==> src/rtl/fpu_pkg.sv <==
// Shared types and binary32 field constants for the byte-serial adder front end.
package fpu_pkg;

   typedef enum logic [1:0] {
      S_RX   = 2'd0,
      S_WAIT = 2'd1,
      S_TX   = 2'd2
   } state_t;

   localparam int SIGN_BIT = 31;
   localparam int EXP_MSB  = 30;
   localparam int EXP_LSB  = 23;

   localparam logic [31:0] FP_ZERO = 32'h0;

   // A zero exponent field covers both true zero and denormals (flushed to zero).
   function automatic logic exp_is_zero(input logic [31:0] x);
      return x[EXP_MSB:EXP_LSB] == '0;
   endfunction

endpackage

==> src/rtl/fpu_add_link_if.sv <==
// 8-bit link carrying operand bytes in and result bytes out.
interface fpu_add_link_if;
   logic [7:0] rx_data;
   logic       rx_valid;
   logic       rx_ready;
   logic [7:0] tx_data;
   logic       tx_valid;
   logic       tx_ready;

   modport master (
      output rx_data, rx_valid, tx_ready,
      input  rx_ready, tx_data, tx_valid
   );

   modport slave (
      input  rx_data, rx_valid, tx_ready,
      output rx_ready, tx_data, tx_valid
   );
endinterface

==> src/rtl/fpu_zero_bypass.sv <==
// Replaces the adder sum when an operand is zero/denormal, since the adder
// always assumes a hidden 1.
module fpu_zero_bypass
   import fpu_pkg::*;
(
   input  logic [31:0] a,
   input  logic [31:0] b,
   input  logic [31:0] sum,
   output logic [31:0] result,
   output logic        bypass
);

   logic za;
   logic zb;

   assign za = exp_is_zero(a);
   assign zb = exp_is_zero(b);

   always_comb begin
      result = sum;
      bypass = 1'b0;
      if (za && zb) begin
         result           = FP_ZERO;
         result[SIGN_BIT] = a[SIGN_BIT] & b[SIGN_BIT];
         bypass           = 1'b1;
      end else if (za) begin
         result = b;
         bypass = 1'b1;
      end else if (zb) begin
         result = a;
         bypass = 1'b1;
      end
   end

endmodule

==> src/rtl/fpu_add_link.sv <==
// Collects two binary32 operands byte-serially, waits on the external adder,
// and streams the (possibly bypassed) sum back MSB-first.
module fpu_add_link
   import fpu_pkg::*;
#(
   parameter int ADD_LAT = 2
)(
   input  logic                  clk,
   input  logic                  rst_n,
   fpu_add_link_if.slave         link,
   output logic [31:0]           add_a,
   output logic [31:0]           add_b,
   input  logic [31:0]           add_s,
   output logic                  busy,
   output logic                  bypass
);

   localparam logic [2:0] WAIT_LOAD = 3'(ADD_LAT - 1);

   state_t      state_reg, state_next;
   logic [2:0]  rx_cnt_reg, rx_cnt_next;
   logic [2:0]  wait_cnt_reg, wait_cnt_next;
   logic        wait_go_reg, wait_go_next;
   logic [1:0]  tx_cnt_reg, tx_cnt_next;
   logic [31:0] add_a_reg, add_a_next;
   logic [31:0] add_b_reg, add_b_next;
   logic [31:0] result_reg, result_next;
   logic [7:0]  tx_data_reg, tx_data_next;
   logic        tx_valid_reg, tx_valid_next;
   logic        busy_reg, busy_next;
   logic        bypass_reg, bypass_next;

   logic [31:0] sel_result;
   logic        sel_bypass;

   fpu_zero_bypass u_bypass (
      .a      (add_a_reg),
      .b      (add_b_reg),
      .sum    (add_s),
      .result (sel_result),
      .bypass (sel_bypass)
   );

   always_ff @(posedge clk) begin
      if (!rst_n) begin
         state_reg    <= S_RX;
         rx_cnt_reg   <= '0;
         wait_cnt_reg <= '0;
         wait_go_reg  <= 1'b0;
         tx_cnt_reg   <= '0;
         add_a_reg    <= FP_ZERO;
         add_b_reg    <= FP_ZERO;
         result_reg   <= FP_ZERO;
         tx_data_reg  <= '0;
         tx_valid_reg <= 1'b0;
         busy_reg     <= 1'b0;
         bypass_reg   <= 1'b0;
      end else begin
         state_reg    <= state_next;
         rx_cnt_reg   <= rx_cnt_next;
         wait_cnt_reg <= wait_cnt_next;
         wait_go_reg  <= wait_go_next;
         tx_cnt_reg   <= tx_cnt_next;
         add_a_reg    <= add_a_next;
         add_b_reg    <= add_b_next;
         result_reg   <= result_next;
         tx_data_reg  <= tx_data_next;
         tx_valid_reg <= tx_valid_next;
         busy_reg     <= busy_next;
         bypass_reg   <= bypass_next;
      end
   end

   always_comb begin
      state_next    = state_reg;
      rx_cnt_next   = rx_cnt_reg;
      wait_cnt_next = wait_cnt_reg;
      wait_go_next  = wait_go_reg;
      tx_cnt_next   = tx_cnt_reg;
      add_a_next    = add_a_reg;
      add_b_next    = add_b_reg;
      result_next   = result_reg;
      tx_data_next  = tx_data_reg;
      tx_valid_next = tx_valid_reg;
      busy_next     = busy_reg;
      bypass_next   = bypass_reg;

      case (state_reg)
         S_RX: begin
            if (link.rx_valid) begin
               {add_a_next, add_b_next} = {add_a_reg[23:0], add_b_reg, link.rx_data};
               rx_cnt_next = rx_cnt_reg + 3'd1;
               if (rx_cnt_reg == 3'd7) begin
                  state_next    = S_WAIT;
                  wait_cnt_next = WAIT_LOAD;
                  wait_go_next  = 1'b0;
                  busy_next     = 1'b1;
               end
            end
         end
         S_WAIT: begin
            // The first cycle is the one in which the adder sees the complete operands.
            if (!wait_go_reg) begin
               wait_go_next = 1'b1;
            end else if (wait_cnt_reg != 3'd0) begin
               wait_cnt_next = wait_cnt_reg - 3'd1;
            end else begin
               result_next   = sel_result;
               bypass_next   = sel_bypass;
               tx_data_next  = sel_result[31:24];
               tx_valid_next = 1'b1;
               tx_cnt_next   = 2'd0;
               state_next    = S_TX;
            end
         end
         S_TX: begin
            if (tx_valid_reg && link.tx_ready) begin
               if (tx_cnt_reg == 2'd3) begin
                  tx_valid_next = 1'b0;
                  busy_next     = 1'b0;
                  rx_cnt_next   = 3'd0;
                  state_next    = S_RX;
               end else begin
                  // Shift the result so the next byte is always in [23:16].
                  result_next  = {result_reg[23:0], 8'h00};
                  tx_data_next = result_reg[23:16];
                  tx_cnt_next  = tx_cnt_reg + 2'd1;
               end
            end
         end
         default: state_next = S_RX;
      endcase
   end

   assign link.rx_ready = (state_reg == S_RX);
   assign link.tx_data  = tx_data_reg;
   assign link.tx_valid = tx_valid_reg;
   assign add_a         = add_a_reg;
   assign add_b         = add_b_reg;
   assign busy          = busy_reg;
   assign bypass        = bypass_reg;

endmodule

==> src/flat_wrapper.sv <==
// flat-port wrapper written by rule: the top's interface ports become plain ports
module fpu_add_link_flat import fpu_pkg::*;
#(
   parameter int ADD_LAT = 2
)
  (clk, rst_n, add_a, add_b, add_s, busy, bypass, link_rx_data, link_rx_valid, link_tx_ready, link_rx_ready, link_tx_data, link_tx_valid);
  fpu_add_link_if link_i ();
  input  logic clk;
  input  logic rst_n;
  output logic [31:0] add_a;
  output logic [31:0] add_b;
  input  logic [31:0] add_s;
  output logic busy;
  output logic bypass;
  input wire logic [$bits(link_i.rx_data)-1:0] link_rx_data;
  input wire logic [$bits(link_i.rx_valid)-1:0] link_rx_valid;
  input wire logic [$bits(link_i.tx_ready)-1:0] link_tx_ready;
  output wire logic [$bits(link_i.rx_ready)-1:0] link_rx_ready;
  output wire logic [$bits(link_i.tx_data)-1:0] link_tx_data;
  output wire logic [$bits(link_i.tx_valid)-1:0] link_tx_valid;
  assign link_i.rx_data = link_rx_data;
  assign link_i.rx_valid = link_rx_valid;
  assign link_i.tx_ready = link_tx_ready;
  assign link_rx_ready = link_i.rx_ready;
  assign link_tx_data = link_i.tx_data;
  assign link_tx_valid = link_i.tx_valid;
  fpu_add_link #(.ADD_LAT(ADD_LAT)) u_core (.clk(clk), .rst_n(rst_n), .link(link_i), .add_a(add_a), .add_b(add_b), .add_s(add_s), .busy(busy), .bypass(bypass));
endmodule
==> config.mk <==
export PLATFORM = sky130hd
export DESIGN_NAME = fpu_add_link_flat
export DESIGN_NICKNAME = d
export VERILOG_FILES = /design/src/rtl/fpu_pkg.sv /design/src/rtl/fpu_add_link_if.sv /design/src/rtl/fpu_zero_bypass.sv /design/src/rtl/fpu_add_link.sv /design/src/flat_wrapper.sv
export SDC_FILE = /design/constraint.sdc
export NUM_CORES = 1
export LEC_CHECK = 0
export ABC_CLOCK_PERIOD_IN_PS = 3500
export CELL_PAD_IN_SITES_DETAIL_PLACEMENT = 2
export CELL_PAD_IN_SITES_GLOBAL_PLACEMENT = 2
export CORE_UTILIZATION = 30
export DETAILED_ROUTE_END_ITERATION = 10
export PLACE_DENSITY_LB_ADDON = 0.1
export REMOVE_ABC_BUFFERS = 1
export SLEW_MARGIN = 10
export SYNTH_ARGS = -nofsm -noshare
export SYNTH_HDL_FRONTEND = slang
export SYNTH_HIERARCHICAL = 1
export SYNTH_SLANG_ARGS = --single-unit
==> constraint.sdc <==
create_clock -name clk -period 3.5 [get_ports clk]
set_clock_uncertainty 0.1 [all_clocks]
set_input_delay 0.35 -clock clk [delete_from_list [all_inputs] [get_ports clk]]
set_output_delay 0.35 -clock clk [all_outputs]
set_load 0.05 [all_outputs]
==> results_tabular.tex, run 1 <==
\begin{tabular}{lr}
\hline
Metric & Value \\
\hline
\multicolumn{2}{l}{\textbf{Logic synthesis}} \\
Register bit total from synthesis & 110 \\
Fraction of the mapped netlist area in compound gates & 19.9\% \\
Synthesized area per cell & between 7 and 8 um2 \\
Library cell with the largest summed area after synthesis & sky130\_fd\_sc\_hd\_\_dfxtp\_1 \\
Post-synthesis simple-gate area fraction & 22.7\% \\
Synth area leaders & sky130\_fd\_sc\_hd\_\_dfxtp\_1 (44\%), sky130\_fd\_sc\_hd\_\_nand2\_1 (15\%), sky130\_fd\_sc\_hd\_\_a21oi\_1 (7.9\%), sky130\_fd\_sc\_hd\_\_mux2i\_1 (6.9\%), sky130\_fd\_sc\_hd\_\_a311oi\_1 (4.2\%) \\
Total standard cell area after synthesis & between 0.004 and 0.005 mm2 \\
Synth Instances & 624 \\
Primary flip-flop cell chosen by synthesis mapping & sky130\_fd\_sc\_hd\_\_dfxtp\_1 \\
Top cell type's share of synthesized area & between 40 and 50\% \\
Synth cell types & 40 \\
Sequential-to-total area share from yosys stat & 44.4\% \\
Share of synthesized flip-flops with an asynchronous set or reset & 0\% \\
Xor and xnor area share after synthesis & 0\% \\
Warnings, synthesis & 6 \\
Main combinational cell family by area after synthesis & simple AND/OR/NAND/NOR gates \\
Post-synth EDFFs & 0 \\
Adder-cell share of the synthesized area & roughly 1.3\% \\
Mux share of post-synthesis cell area & 6.86\% \\
\multicolumn{2}{l}{\textbf{Timing}} \\
Max-slew violations & 0 \\
Max-slew headroom at the worst pin & 44.8\% \\
Total of endpoints with negative setup slack in the final report & 0 \\
RSZ-0062 raised after global routing & no \\
Final hold violation count & 0 \\
Final period utilization & 74.0\% \\
Hold Worst Slack & around 360 ps \\
Setup TNS after final layout & 0 ps \\
Final setup margin & 912 ps \\
Crit path time final & 2590 ps \\
Worst-Margin Slew & slightly above 800 ps \\
Maximum frequency from static timing analysis & 0.386 GHz \\
\multicolumn{2}{l}{\textbf{Route}} \\
Count of TritonRoute iterations in the first routing pass & 4 \\
Sum of routed wire length over all layers & 18.0 mm \\
Remaining routing DRC violations & 0 \\
Vias post-DR & around 4.9k \\
Average routed wire per standard cell & 19.3 um \\
Number of violations reported at the end of detailed-routing iteration 0 & 170 \\
Number of vias per cell after detailed routing & around 5.2 \\
Antenna violation net count after detailed routing & 0 \\
\multicolumn{2}{l}{\textbf{Run status}} \\
Result of the run & completed \\
\multicolumn{2}{l}{\textbf{Job}} \\
MaxCap Viol Count & 0 \\
\multicolumn{2}{l}{\textbf{Clock network}} \\
Buffer count from post-CTS setup fixing & 0 \\
Clk Latency, worst-skew pair & 350 ps \\
Cell at the root of the clock tree & sky130\_fd\_sc\_hd\_\_clkbuf\_16 \\
H-Tree Depth & 3 \\
Total of cells resized after clock tree synthesis & 0 \\
Clock buffers created by TritonCTS & 9 \\
CTS tree & built \\
Count of hold buffers inserted by post-cts repair & 0 \\
Clock Pin Slew Worst Setup and Hold Paths & about 70 ps \\
Clock tree buffer depth & 2 \\
Clock sink count & between 100 and 150 \\
\multicolumn{2}{l}{\textbf{Final layout}} \\
Final standard cell count with taps included and fillers excluded & 933 \\
Fraction of final layout cells with drive strength greater than 1 & approximately 5.4\% \\
Layout area overhead & 34.0\% \\
Area occupied by multi-input gates & between 0.002 and 0.003 mm2 \\
Layout net count & 763 \\
Post-route cell area & roughly 0.0066 mm2 \\
Most common cell after layout, fill and taps aside & sky130\_fd\_sc\_hd\_\_nand2\_1 \\
Antenna diode count & 0 \\
\# fillers & 1824 \\
Register area & 0.00220 mm2 \\
Top library cells by usage in the layout, fill and taps aside & sky130\_fd\_sc\_hd\_\_nand2\_1 (192), sky130\_fd\_sc\_hd\_\_clkdlybuf4s50\_1 (119), sky130\_fd\_sc\_hd\_\_dfxtp\_1 (110) \\
\multicolumn{2}{l}{\textbf{Critical path}} \\
Worst setup SP type & flop \\
Logic depth of the worst register-to-register path & 6 \\
WP data required & $\sim$3600 ps \\
Critical register-to-register path endpoint & u\_core/result\_reg[17]\$\_SDFFE\_PN0P\_ \\
CP Capture Type & flop \\
Crit path kind & reg2reg \\
Worst EP arrival & 2720 ps \\
Worst Path Max Fanout & 23 \\
Beginning of the worst register-to-register path & u\_core/add\_b[27]\$\_SDFFE\_PN0P\_ \\
R2R setup slack & 910 ps \\
\multicolumn{2}{l}{\textbf{Pwr}} \\
Power density over the cells & 394 mW/mm2 \\
Leakage power total & 2.03 nW \\
Largest voltage drop on the vdd net & between 0.2 and 0.25 mV \\
\multicolumn{2}{l}{\textbf{Global routing}} \\
Global route overflow & 0 \\
Met2 Use GR & between 30\% and 40\% \\
First-pass GRT wire length & $\sim$29 mm \\
Antenna violations before repair & 0 \\
Met1 routing resource usage after global routing & 27.5\% \\
Most heavily used metal layer in global routing & met2 \\
Combined global-route utilization of all metal layers & 21.9\% \\
Fraction of met3 tracks used by global routing & roughly 2.9\% \\
Largest net degree at the start of global routing & 72 \\
Number of global-route vias before repair & 5285 \\
\multicolumn{2}{l}{\textbf{Floorplanning}} \\
Cell row count & 46 \\
Core Area & 0.0160 mm2 \\
Area enclosed by the die boundary & 0.0171 mm2 \\
Starting Density & 31.0\% \\
Number of top-level pins & 120 \\
Height of the die & 131 um \\
Floorplan die width & 131 um \\
\multicolumn{2}{l}{\textbf{Place}} \\
Placed instance area & 0.00634 mm2 \\
Pre-CTS worst setup slack & 992 ps \\
Placed wire-length estimate & roughly 12 mm \\
Number of placed instances with taps included & 919 \\
I/O Buffers & 119 \\
Final GP Congestion & roughly 0.72 \\
\multicolumn{2}{l}{\textbf{Hold path}} \\
Hold worst-path end & u\_core/result\_reg[4]\$\_SDFFE\_PN0P\_ \\
Type of the most critical hold path & reg2reg \\
Hold path startpoint & u\_core/result\_reg[4]\$\_SDFFE\_PN0P\_ \\
Number of stages on the worst hold path & 2 \\
\hline
\end{tabular}
[worst max path at each step]
stage / end / slack, ps / cells past startpoint / startpoint
global placement: u_core/result_reg[18]$_SDFFE_PN0P_ / 1160 / 6 / u_core/add_b[25]$_SDFFE_PN0P_
finish: u_core/result_reg[17]$_SDFFE_PN0P_ / 910 / 6 / u_core/add_b[27]$_SDFFE_PN0P_
global route: u_core/link.tx_data[6]$_SDFFE_PN0P_ / 810 / 6 / u_core/state_reg[0]$_SDFFE_PN0P_
CTS: u_core/result_reg[17]$_SDFFE_PN0P_ / 920 / 6 / u_core/add_b[27]$_SDFFE_PN0P_
detailed placement: u_core/result_reg[22]$_SDFFE_PN0P_ / 990 / 6 / u_core/add_b[27]$_SDFFE_PN0P_
floorplan: u_core/result_reg[0]$_SDFFE_PN0P_ / -2000 / 3 / u_core/state_reg[0]$_SDFFE_PN0P_
[through the flow]
step | power (W) | utilization [%]
global route | 0.00271 | 41.6
CTS | 0.00266 | 41.6
finish | 0.00262 | 41.6
floorplan | 0.00141 | -
detailed placement | 0.00154 | 39.6
global placement | 0.00153 | 39.6
[routing by layer]
metal  up-vias  part of all wire [%]  wire [um]
met2        73                    51       9120
met5         -                     0          0
li1       2332                     -          -
met3        16                   2.6        475
met1      2465                    45       8180
met4         0                   1.2        213
[cells in the mapped netlist (5+ instances only)]
cell	instances
sky130_fd_sc_hd__nand4_1	10
sky130_fd_sc_hd__nand2b_1	5
sky130_fd_sc_hd__ha_1	5
sky130_fd_sc_hd__nand2_1	193
sky130_fd_sc_hd__buf_2	6
sky130_fd_sc_hd__clkbuf_1	35
sky130_fd_sc_hd__o21ai_1	7
sky130_fd_sc_hd__dfxtp_1	110
sky130_fd_sc_hd__a21oi_1	78
sky130_fd_sc_hd__o2bb2ai_1	23
sky130_fd_sc_hd__a311oi_1	24
sky130_fd_sc_hd__nor2_1	41
sky130_fd_sc_hd__o21ai_0	5
sky130_fd_sc_hd__mux2i_1	34
[kinds of logic (layout without fill, tap and decap cells)]
kind of cell | Yosys count | in the layout
AND/OR/NAND/NOR | 268 | 268
multiplexers | 34 | 34
adder cells (fa/ha/maj) | 5 | 5
buffers and inverters | 56 | 149
flip-flops | 110 | 110
AO/OA/AOI/OAI | 151 | 151
[area by class of cell]
class	instances	area share (%)
multi-input cells	458	37.9
flip-flops and latches	110	33.1
repair buffers	130	19.9
well taps	216	4.06
clock buffers	10	3.59
clock inverters	4	1.09
inverters	5	0.282
[where the power goes]
| group | internal (W) | switching, W | total (W) |
|---|---|---|---|
| clock | 0.000639 | 0.000475 | 0.00111 |
| sequential | 0.00126 | 0.0000147 | 0.00128 |
| combinational | 0.0000906 | 0.000139 | 0.000230 |
[worst max-delay path, stage by stage (launching register included)]
cell	delay, ps
sky130_fd_sc_hd__dfxtp_1	360
sky130_fd_sc_hd__nor4_2	370
sky130_fd_sc_hd__nand2_2	280
sky130_fd_sc_hd__a21oi_4	720
sky130_fd_sc_hd__o2bb2ai_1	180
sky130_fd_sc_hd__nand2_1	80
sky130_fd_sc_hd__a311oi_1	350
No activity file was read; power rests on OpenSTA's default activity.
==> run 2, diff against run 1 <==
ABC_CLOCK_PERIOD_IN_PS = 2200   (was 3500)
CORE_UTILIZATION = 25   (was 30)
clock period = 2.2 ns   (was 3.5 ns; I/O delays follow)
==> run 2 against run 1 <==
  * The flow now finishes with violations (DRC)
  * Clock power rose by 68%
  * Routed wire length rose by 3.4%
  * Final area rose by 5.5%
  * Highest routed layer unchanged
==> results_tabular.tex, run 2 (synthesized netlist as in run 1, its figures left out) <==
\begin{tabular}{lr}
\hline
Metric & Value \\
\hline
\multicolumn{2}{l}{\textbf{Global routing}} \\
Global route overflow & 0 \\
Largest net degree at the start of global routing & 72 \\
Number of global-route vias before repair & 5343 \\
First-pass GRT wire length & approximately 29 mm \\
Combined global-route utilization of all metal layers & 18.8\% \\
Antenna violations before repair & 0 \\
\multicolumn{2}{l}{\textbf{Timing}} \\
Max-slew violations & 0 \\
Final period utilization & roughly 95\% \\
Total of endpoints with negative setup slack in the final report & 0 \\
Final hold violation count & 0 \\
Setup TNS after final layout & 0 ps \\
Maximum frequency from static timing analysis & 0.477 GHz \\
Crit path time final & between 2000 and 2500 ps \\
RSZ-0062 raised after global routing & yes \\
Max-slew headroom at the worst pin & 59.5\% \\
Worst-Margin Slew & 607 ps \\
\multicolumn{2}{l}{\textbf{Job}} \\
MaxCap Viol Count & 0 \\
\multicolumn{2}{l}{\textbf{Clock network}} \\
Clk Latency, worst-skew pair & 360 ps \\
Clock Pin Slew Worst Setup and Hold Paths & $\sim$80 ps \\
CTS tree & built \\
H-Tree Depth & 3 \\
Clock sink count & 110 \\
Cell at the root of the clock tree & sky130\_fd\_sc\_hd\_\_clkbuf\_16 \\
Clock buffers created by TritonCTS & 9 \\
Clock tree buffer depth & 2 \\
Count of hold buffers inserted by post-cts repair & 0 \\
\multicolumn{2}{l}{\textbf{Pwr}} \\
Largest voltage drop on the vdd net & approximately 0.40 mV \\
Leakage power total & 2.19 nW \\
Power density over the cells & 608 mW/mm2 \\
\multicolumn{2}{l}{\textbf{Final layout}} \\
Fraction of final layout cells with drive strength greater than 1 & a little under a tenth \\
Layout area overhead & 41.3\% \\
Antenna diode count & 0 \\
Most common cell after layout, fill and taps aside & sky130\_fd\_sc\_hd\_\_nand2\_1 \\
Layout net count & 787 \\
Utilization after layout & 36.0\% \\
Top library cells by usage in the layout, fill and taps aside & sky130\_fd\_sc\_hd\_\_nand2\_1 (192), sky130\_fd\_sc\_hd\_\_clkdlybuf4s50\_1 (118), sky130\_fd\_sc\_hd\_\_dfxtp\_1 (110) \\
\# fillers & 2216 \\
\multicolumn{2}{l}{\textbf{Route}} \\
Antenna violation net count after detailed routing & 0 \\
Number of violations reported at the end of detailed-routing iteration 0 & 134 \\
Highest routing layer actually used & met4 \\
Average routed wire per standard cell & 18.4 um \\
Amount of wire on met3 after detailed routing & 581 um \\
Number of vias per cell after detailed routing & 4.88 \\
Sum of met2 wire segment lengths after detailed routing & 9.37 mm \\
Sum of routed wire length over all layers & between 15 and 20 mm \\
Vias post-DR & $\sim$4.9k \\
Remaining routing DRC violations & 2 \\
Count of TritonRoute iterations in the first routing pass & 7 \\
Met1 Routed Length & 8.39 mm \\
\multicolumn{2}{l}{\textbf{Hold path}} \\
Type of the most critical hold path & in2reg \\
\multicolumn{2}{l}{\textbf{Critical path}} \\
Cell type group with the largest total delay on the critical path & buffers and inverters \\
Buffers plus inverters on the worst setup path & 2 \\
Worst Path Max Fanout & 4 \\
Worst EP arrival & 1780 ps \\
CP Capture Type & output port \\
Crit path kind & reg2out \\
WP data required & 1880 ps \\
Max stage delay on crit path & $\sim$800 ps \\
CP Cell Sequence & buf\_4, clkdlybuf4s50\_1 \\
Cell with the largest stage delay on the worst path & sky130\_fd\_sc\_hd\_\_clkdlybuf4s50\_1 \\
Worst setup SP type & flop \\
\multicolumn{2}{l}{\textbf{Floorplanning}} \\
Starting Density & 25.5\% \\
Core Area & 0.0195 mm2 \\
Height of the die & 143 um \\
Cell row count & slightly above 50 \\
Number of top-level pins & 120 \\
Area enclosed by the die boundary & 0.0204 mm2 \\
Floorplan die width & 143 um \\
\multicolumn{2}{l}{\textbf{Run status}} \\
Result of the run & finished with violations \\
Violated checks & DRC \\
\multicolumn{2}{l}{\textbf{Place}} \\
I/O Buffers & 119 \\
Final GP Congestion & 0.735 \\
Placed wire-length estimate & 12.2 mm \\
\hline
\end{tabular}
-- run 2: cell types whose count changed in the layout (fill, tap and decap cells not counted), sizes merged --
cell / delta
buf: +24
clkinv: +2
clkbuf: +1
clkdlybuf4s50: -1
-- run 2: worst register-to-register path: stages, from the launching register on --
cell	delay [ps]
sky130_fd_sc_hd__dfxtp_1	340
sky130_fd_sc_hd__ha_2	210
sky130_fd_sc_hd__or3b_1	350
sky130_fd_sc_hd__a222oi_1	220
sky130_fd_sc_hd__buf_4	220
sky130_fd_sc_hd__buf_4	150
sky130_fd_sc_hd__buf_12	190
sky130_fd_sc_hd__nand4_1	130
sky130_fd_sc_hd__o21ai_1	90
-- run 2: per-layer routing --
| metal | up-vias | GRT usage (%) |
|---|---|---|
| met2 | 76 | 33.4 |
| met5 | - | 0 |
| met4 | 0 | 6.23 |
| met3 | 17 | 2.75 |
| met1 | 2435 | 22.9 |
| li1 | 2389 | - |
-- run 2: worst paths after layout --
check                                       to                               from  cells after the start  slack [ps]
max                                  add_a[23]      u_core/add_a[23]$_SDFFE_PN0P_                      2         100
min               u_core/add_b[5]$_SDFFE_PN0P_                    link_rx_data[5]                      3         300
max reg2reg  u_core/result_reg[4]$_SDFFE_PN0P_  u_core/tx_cnt_reg[0]$_SDFFE_PN0P_                      8         140
min reg2reg  u_core/result_reg[4]$_SDFFE_PN0P_  u_core/result_reg[4]$_SDFFE_PN0P_                      2         360
-- run 2: what timing repair did --
action | in CTS | in global routing
buffers inserted | 2 | 0
setup endpoints to repair | 26 | 32
pin swaps | 1 | 1
gates resized for setup | 3 | 7
gates cloned | 1 | 1
-- run 2: layout make-up --
type / instances / area [um2] / area share (%)
inverter: 5 / 20.0 / 0.286
clock inverter: 6 / 93.8 / 1.34
clock buffer: 10 / 239 / 3.41
tap: 265 / 332 / 4.73
multi-input combinational: 458 / 2560 / 36.5
timing repair buffer: 154 / 1560 / 22.3
sequential: 110 / 2200 / 31.4
-- run 2: through the flow --
stage,power (W),setup WS (ps),std cells,cell area [um2],hold slack (ps)
floorplan,0.00224,-3300,573,4740,256
global route,0.00442,-10.8,1008,7010,305
global placement,0.00245,74.1,988,6570,337
CTS,0.00433,56.5,1007,6950,293
finish,0.00426,101,1008,7010,303
detailed placement,0.00245,-116,988,6570,349
-- run 2: power by group --
| part | internal, W | switching, W |
|---|---|---|
| Combinational | 0.000150 | 0.000219 |
| Sequential | 0.00201 | 0.0000218 |
| Clock | 0.00104 | 0.000822 |
| Total | 0.00320 | 0.00106 |
==> run 3, diff against run 2 <==
ABC_CLOCK_PERIOD_IN_PS = 1800   (was 2200)
clock period = 1.8 ns   (was 2.2 ns; I/O delays follow)
==> run 3 against run 2 <==
  * The flow finishes with violations (DRC, setup timing)
  * Non-clock buffer count up 55
  * Worst setup slack worse by 300 ps
  * Flip-flop and latch count unchanged
  * Core utilization up 3.0 points
  * First-iteration DRC count up 39%
  * Via count up 5.4%
  * Clock power up 24%
==> results_tabular.tex, run 3 (synthesized netlist as in run 1, its figures left out) <==
\begin{tabular}{lr}
\hline
Metric & Value \\
\hline
\multicolumn{2}{l}{\textbf{Floorplanning}} \\
Core Area & 0.0195 mm2 \\
Height of the die & 143 um \\
Number of top-level pins & 120 \\
Area enclosed by the die boundary & 0.0204 mm2 \\
Starting Density & 25.5\% \\
Cell row count & 51 \\
Floorplan die width & 143 um \\
\multicolumn{2}{l}{\textbf{Place}} \\
Pre-CTS worst setup slack & -225 ps \\
I/O Buffers & 119 \\
Number of placed instances with taps included & a little over 1k \\
Placed wire-length estimate & 13.4 mm \\
Final GP Congestion & 0.732 \\
\multicolumn{2}{l}{\textbf{Timing}} \\
Final hold violation count & 0 \\
Crit path time final & 2000 ps \\
Max-slew headroom at the worst pin & 66.4\% \\
Worst-Margin Slew & 504 ps \\
RSZ-0062 raised after global routing & yes \\
Max-slew violations & 0 \\
Final period utilization & 111\% \\
Maximum frequency from static timing analysis & between 0.4 and 0.5 GHz \\
Setup TNS after final layout & -5890 ps \\
Final setup margin & -201 ps \\
Total of endpoints with negative setup slack in the final report & 34 \\
\multicolumn{2}{l}{\textbf{Final layout}} \\
Top library cells by usage in the layout, fill and taps aside & sky130\_fd\_sc\_hd\_\_nand2\_1 (192), sky130\_fd\_sc\_hd\_\_buf\_4 (137), sky130\_fd\_sc\_hd\_\_dfxtp\_1 (102) \\
Antenna diode count & 0 \\
Most common cell after layout, fill and taps aside & sky130\_fd\_sc\_hd\_\_nand2\_1 \\
Fraction of final layout cells with drive strength greater than 1 & 28.3\% \\
Utilization after layout & between 30\% and 40\% \\
\# fillers & 2187 \\
Layout area overhead & 53.0\% \\
Final standard cell count with taps included and fillers excluded & 1063 \\
Layout net count & 842 \\
\multicolumn{2}{l}{\textbf{Critical path}} \\
Cell with the largest stage delay on the worst path & sky130\_fd\_sc\_hd\_\_dfxtp\_2 \\
Critical path's most frequent cell & sky130\_fd\_sc\_hd\_\_buf\_4 \\
Worst EP arrival & 2130 ps \\
Crit path kind & reg2reg \\
Max stage delay on crit path & around 340 ps \\
Number of gates on the worst path with buffers counted & 7 \\
Worst Path Max Fanout & 17 \\
WP data required & 1930 ps \\
Logic depth of the worst register-to-register path & 7 \\
Beginning of the critical path & u\_core/tx\_cnt\_reg[0]\$\_SDFFE\_PN0P\_ \\
CP Cell Sequence & ha\_4, or3b\_1, a222oi\_1, buf\_4, buf\_4, buf\_16, a311oi\_2 \\
Beginning of the worst register-to-register path & u\_core/tx\_cnt\_reg[0]\$\_SDFFE\_PN0P\_ \\
R2R setup slack & -200 ps \\
Cell type group with the largest total delay on the critical path & buffers and inverters \\
CP Capture Type & flop \\
Buffers plus inverters on the worst setup path & 3 \\
Worst setup SP type & flop \\
\multicolumn{2}{l}{\textbf{Route}} \\
Antenna violation net count after detailed routing & 0 \\
Vias post-DR & between 5k and 6k \\
Number of vias per cell after detailed routing & approximately 4.9 \\
Sum of routed wire length over all layers & approximately 20 mm \\
Remaining routing DRC violations & 2 \\
Average routed wire per standard cell & 19.1 um \\
Number of violations reported at the end of detailed-routing iteration 0 & 186 \\
Count of TritonRoute iterations in the first routing pass & 7 \\
\multicolumn{2}{l}{\textbf{Job}} \\
MaxCap Viol Count & 0 \\
\multicolumn{2}{l}{\textbf{Global routing}} \\
Number of global-route vias before repair & 5590 \\
Antenna violations before repair & 0 \\
Largest net degree at the start of global routing & 41 \\
Global route overflow & 0 \\
First-pass GRT wire length & 31.0 mm \\
Combined global-route utilization of all metal layers & 20.0\% \\
\multicolumn{2}{l}{\textbf{Pwr}} \\
Leakage power total & roughly 2.8 nW \\
PnR Total Power & 0.00528 W \\
Largest voltage drop on the vdd net & between 0.4 and 0.5 mV \\
Power density over the cells & 695 mW/mm2 \\
\multicolumn{2}{l}{\textbf{Clock network}} \\
H-Tree Depth & 3 \\
Clock tree buffer depth & 2 \\
Count of hold buffers inserted by post-cts repair & 0 \\
Clock buffers created by TritonCTS & 9 \\
Clk Latency, worst-skew pair & between 300 and 400 ps \\
Cell at the root of the clock tree & sky130\_fd\_sc\_hd\_\_clkbuf\_16 \\
CTS tree & built \\
Clock sink count & 110 \\
Clock Pin Slew Worst Setup and Hold Paths & $\sim$80 ps \\
\multicolumn{2}{l}{\textbf{Run status}} \\
Result of the run & finished with violations \\
Violated checks & DRC, setup timing \\
\multicolumn{2}{l}{\textbf{Hold path}} \\
Number of stages on the worst hold path & 3 \\
Type of the most critical hold path & in2reg \\
Hold path startpoint & link\_rx\_data[4] \\
\hline
\end{tabular}
==> run 3: cell count changes in the layout (fill, tap and decap cells not counted), moves of 8 or more <==
cell	before	now
sky130_fd_sc_hd__clkdlybuf4s50_1	118	43
sky130_fd_sc_hd__buf_12	6	15
sky130_fd_sc_hd__dfxtp_1	110	102
sky130_fd_sc_hd__o2bb2ai_2	0	8
sky130_fd_sc_hd__o2bb2ai_1	23	15
sky130_fd_sc_hd__buf_4	28	137
==> run 3: per-layer routing <==
metal,up-vias,track usage (%),wire length [um]
met1,2576,24.8,9020
li1,2485,-,-
met4,0,7.02,351
met5,-,0,0
met2,93,35.0,10300
met3,27,3.02,649
==> run 3: worst paths after layout <==
kind,to
worst min register to register,u_core/result_reg[6]$_SDFFE_PN0P_
worst min-delay path,u_core/add_b[4]$_SDFFE_PN0P_
worst max register to register,u_core/result_reg[23]$_SDFFE_PN0P_
worst max-delay path,u_core/result_reg[23]$_SDFFE_PN0P_
==> run 3: cell type report <==
type | count | area, um2 | area share, %
tap | 265 | 332 | 4.37
clock buffer | 11 | 253 | 3.33
timing repair buffer | 209 | 1970 | 26.0
inverter | 5 | 20.0 | 0.264
clock inverter | 5 | 81.3 | 1.07
multi-input combinational | 458 | 2720 | 35.8
sequential | 110 | 2210 | 29.2
==> run 3: timing repair <==
item,4_1_cts,5_1_grt
gates cloned,4,2
endpoints found under the setup margin,36,37
buffers inserted,10,6
pin swaps,15,30
gates resized for setup,25,35
==> run 3: report_power, final <==
group / total [W] / switching [W] / internal, W
clock network: 0.00230 / 0.00100 / 0.00130
logic: 0.000492 / 0.000285 / 0.000208
registers: 0.00248 / 0.0000283 / 0.00246
==> run 3: per-stage QoR <==
step	hold slack [ps]	instance area (um2)
2_1_floorplan	216	4740
4_1_cts	254	7370
6_report	263	7590
3_3_place_gp	338	6770
3_5_place_dp	347	6770
5_1_grt	284	7590
==> run 3: tightest hold or removal path, stage by stage <==
cell,delay [ps]
sky130_fd_sc_hd__clkdlybuf4s50_1,390
sky130_fd_sc_hd__nand2_1,50
sky130_fd_sc_hd__a21oi_1,50
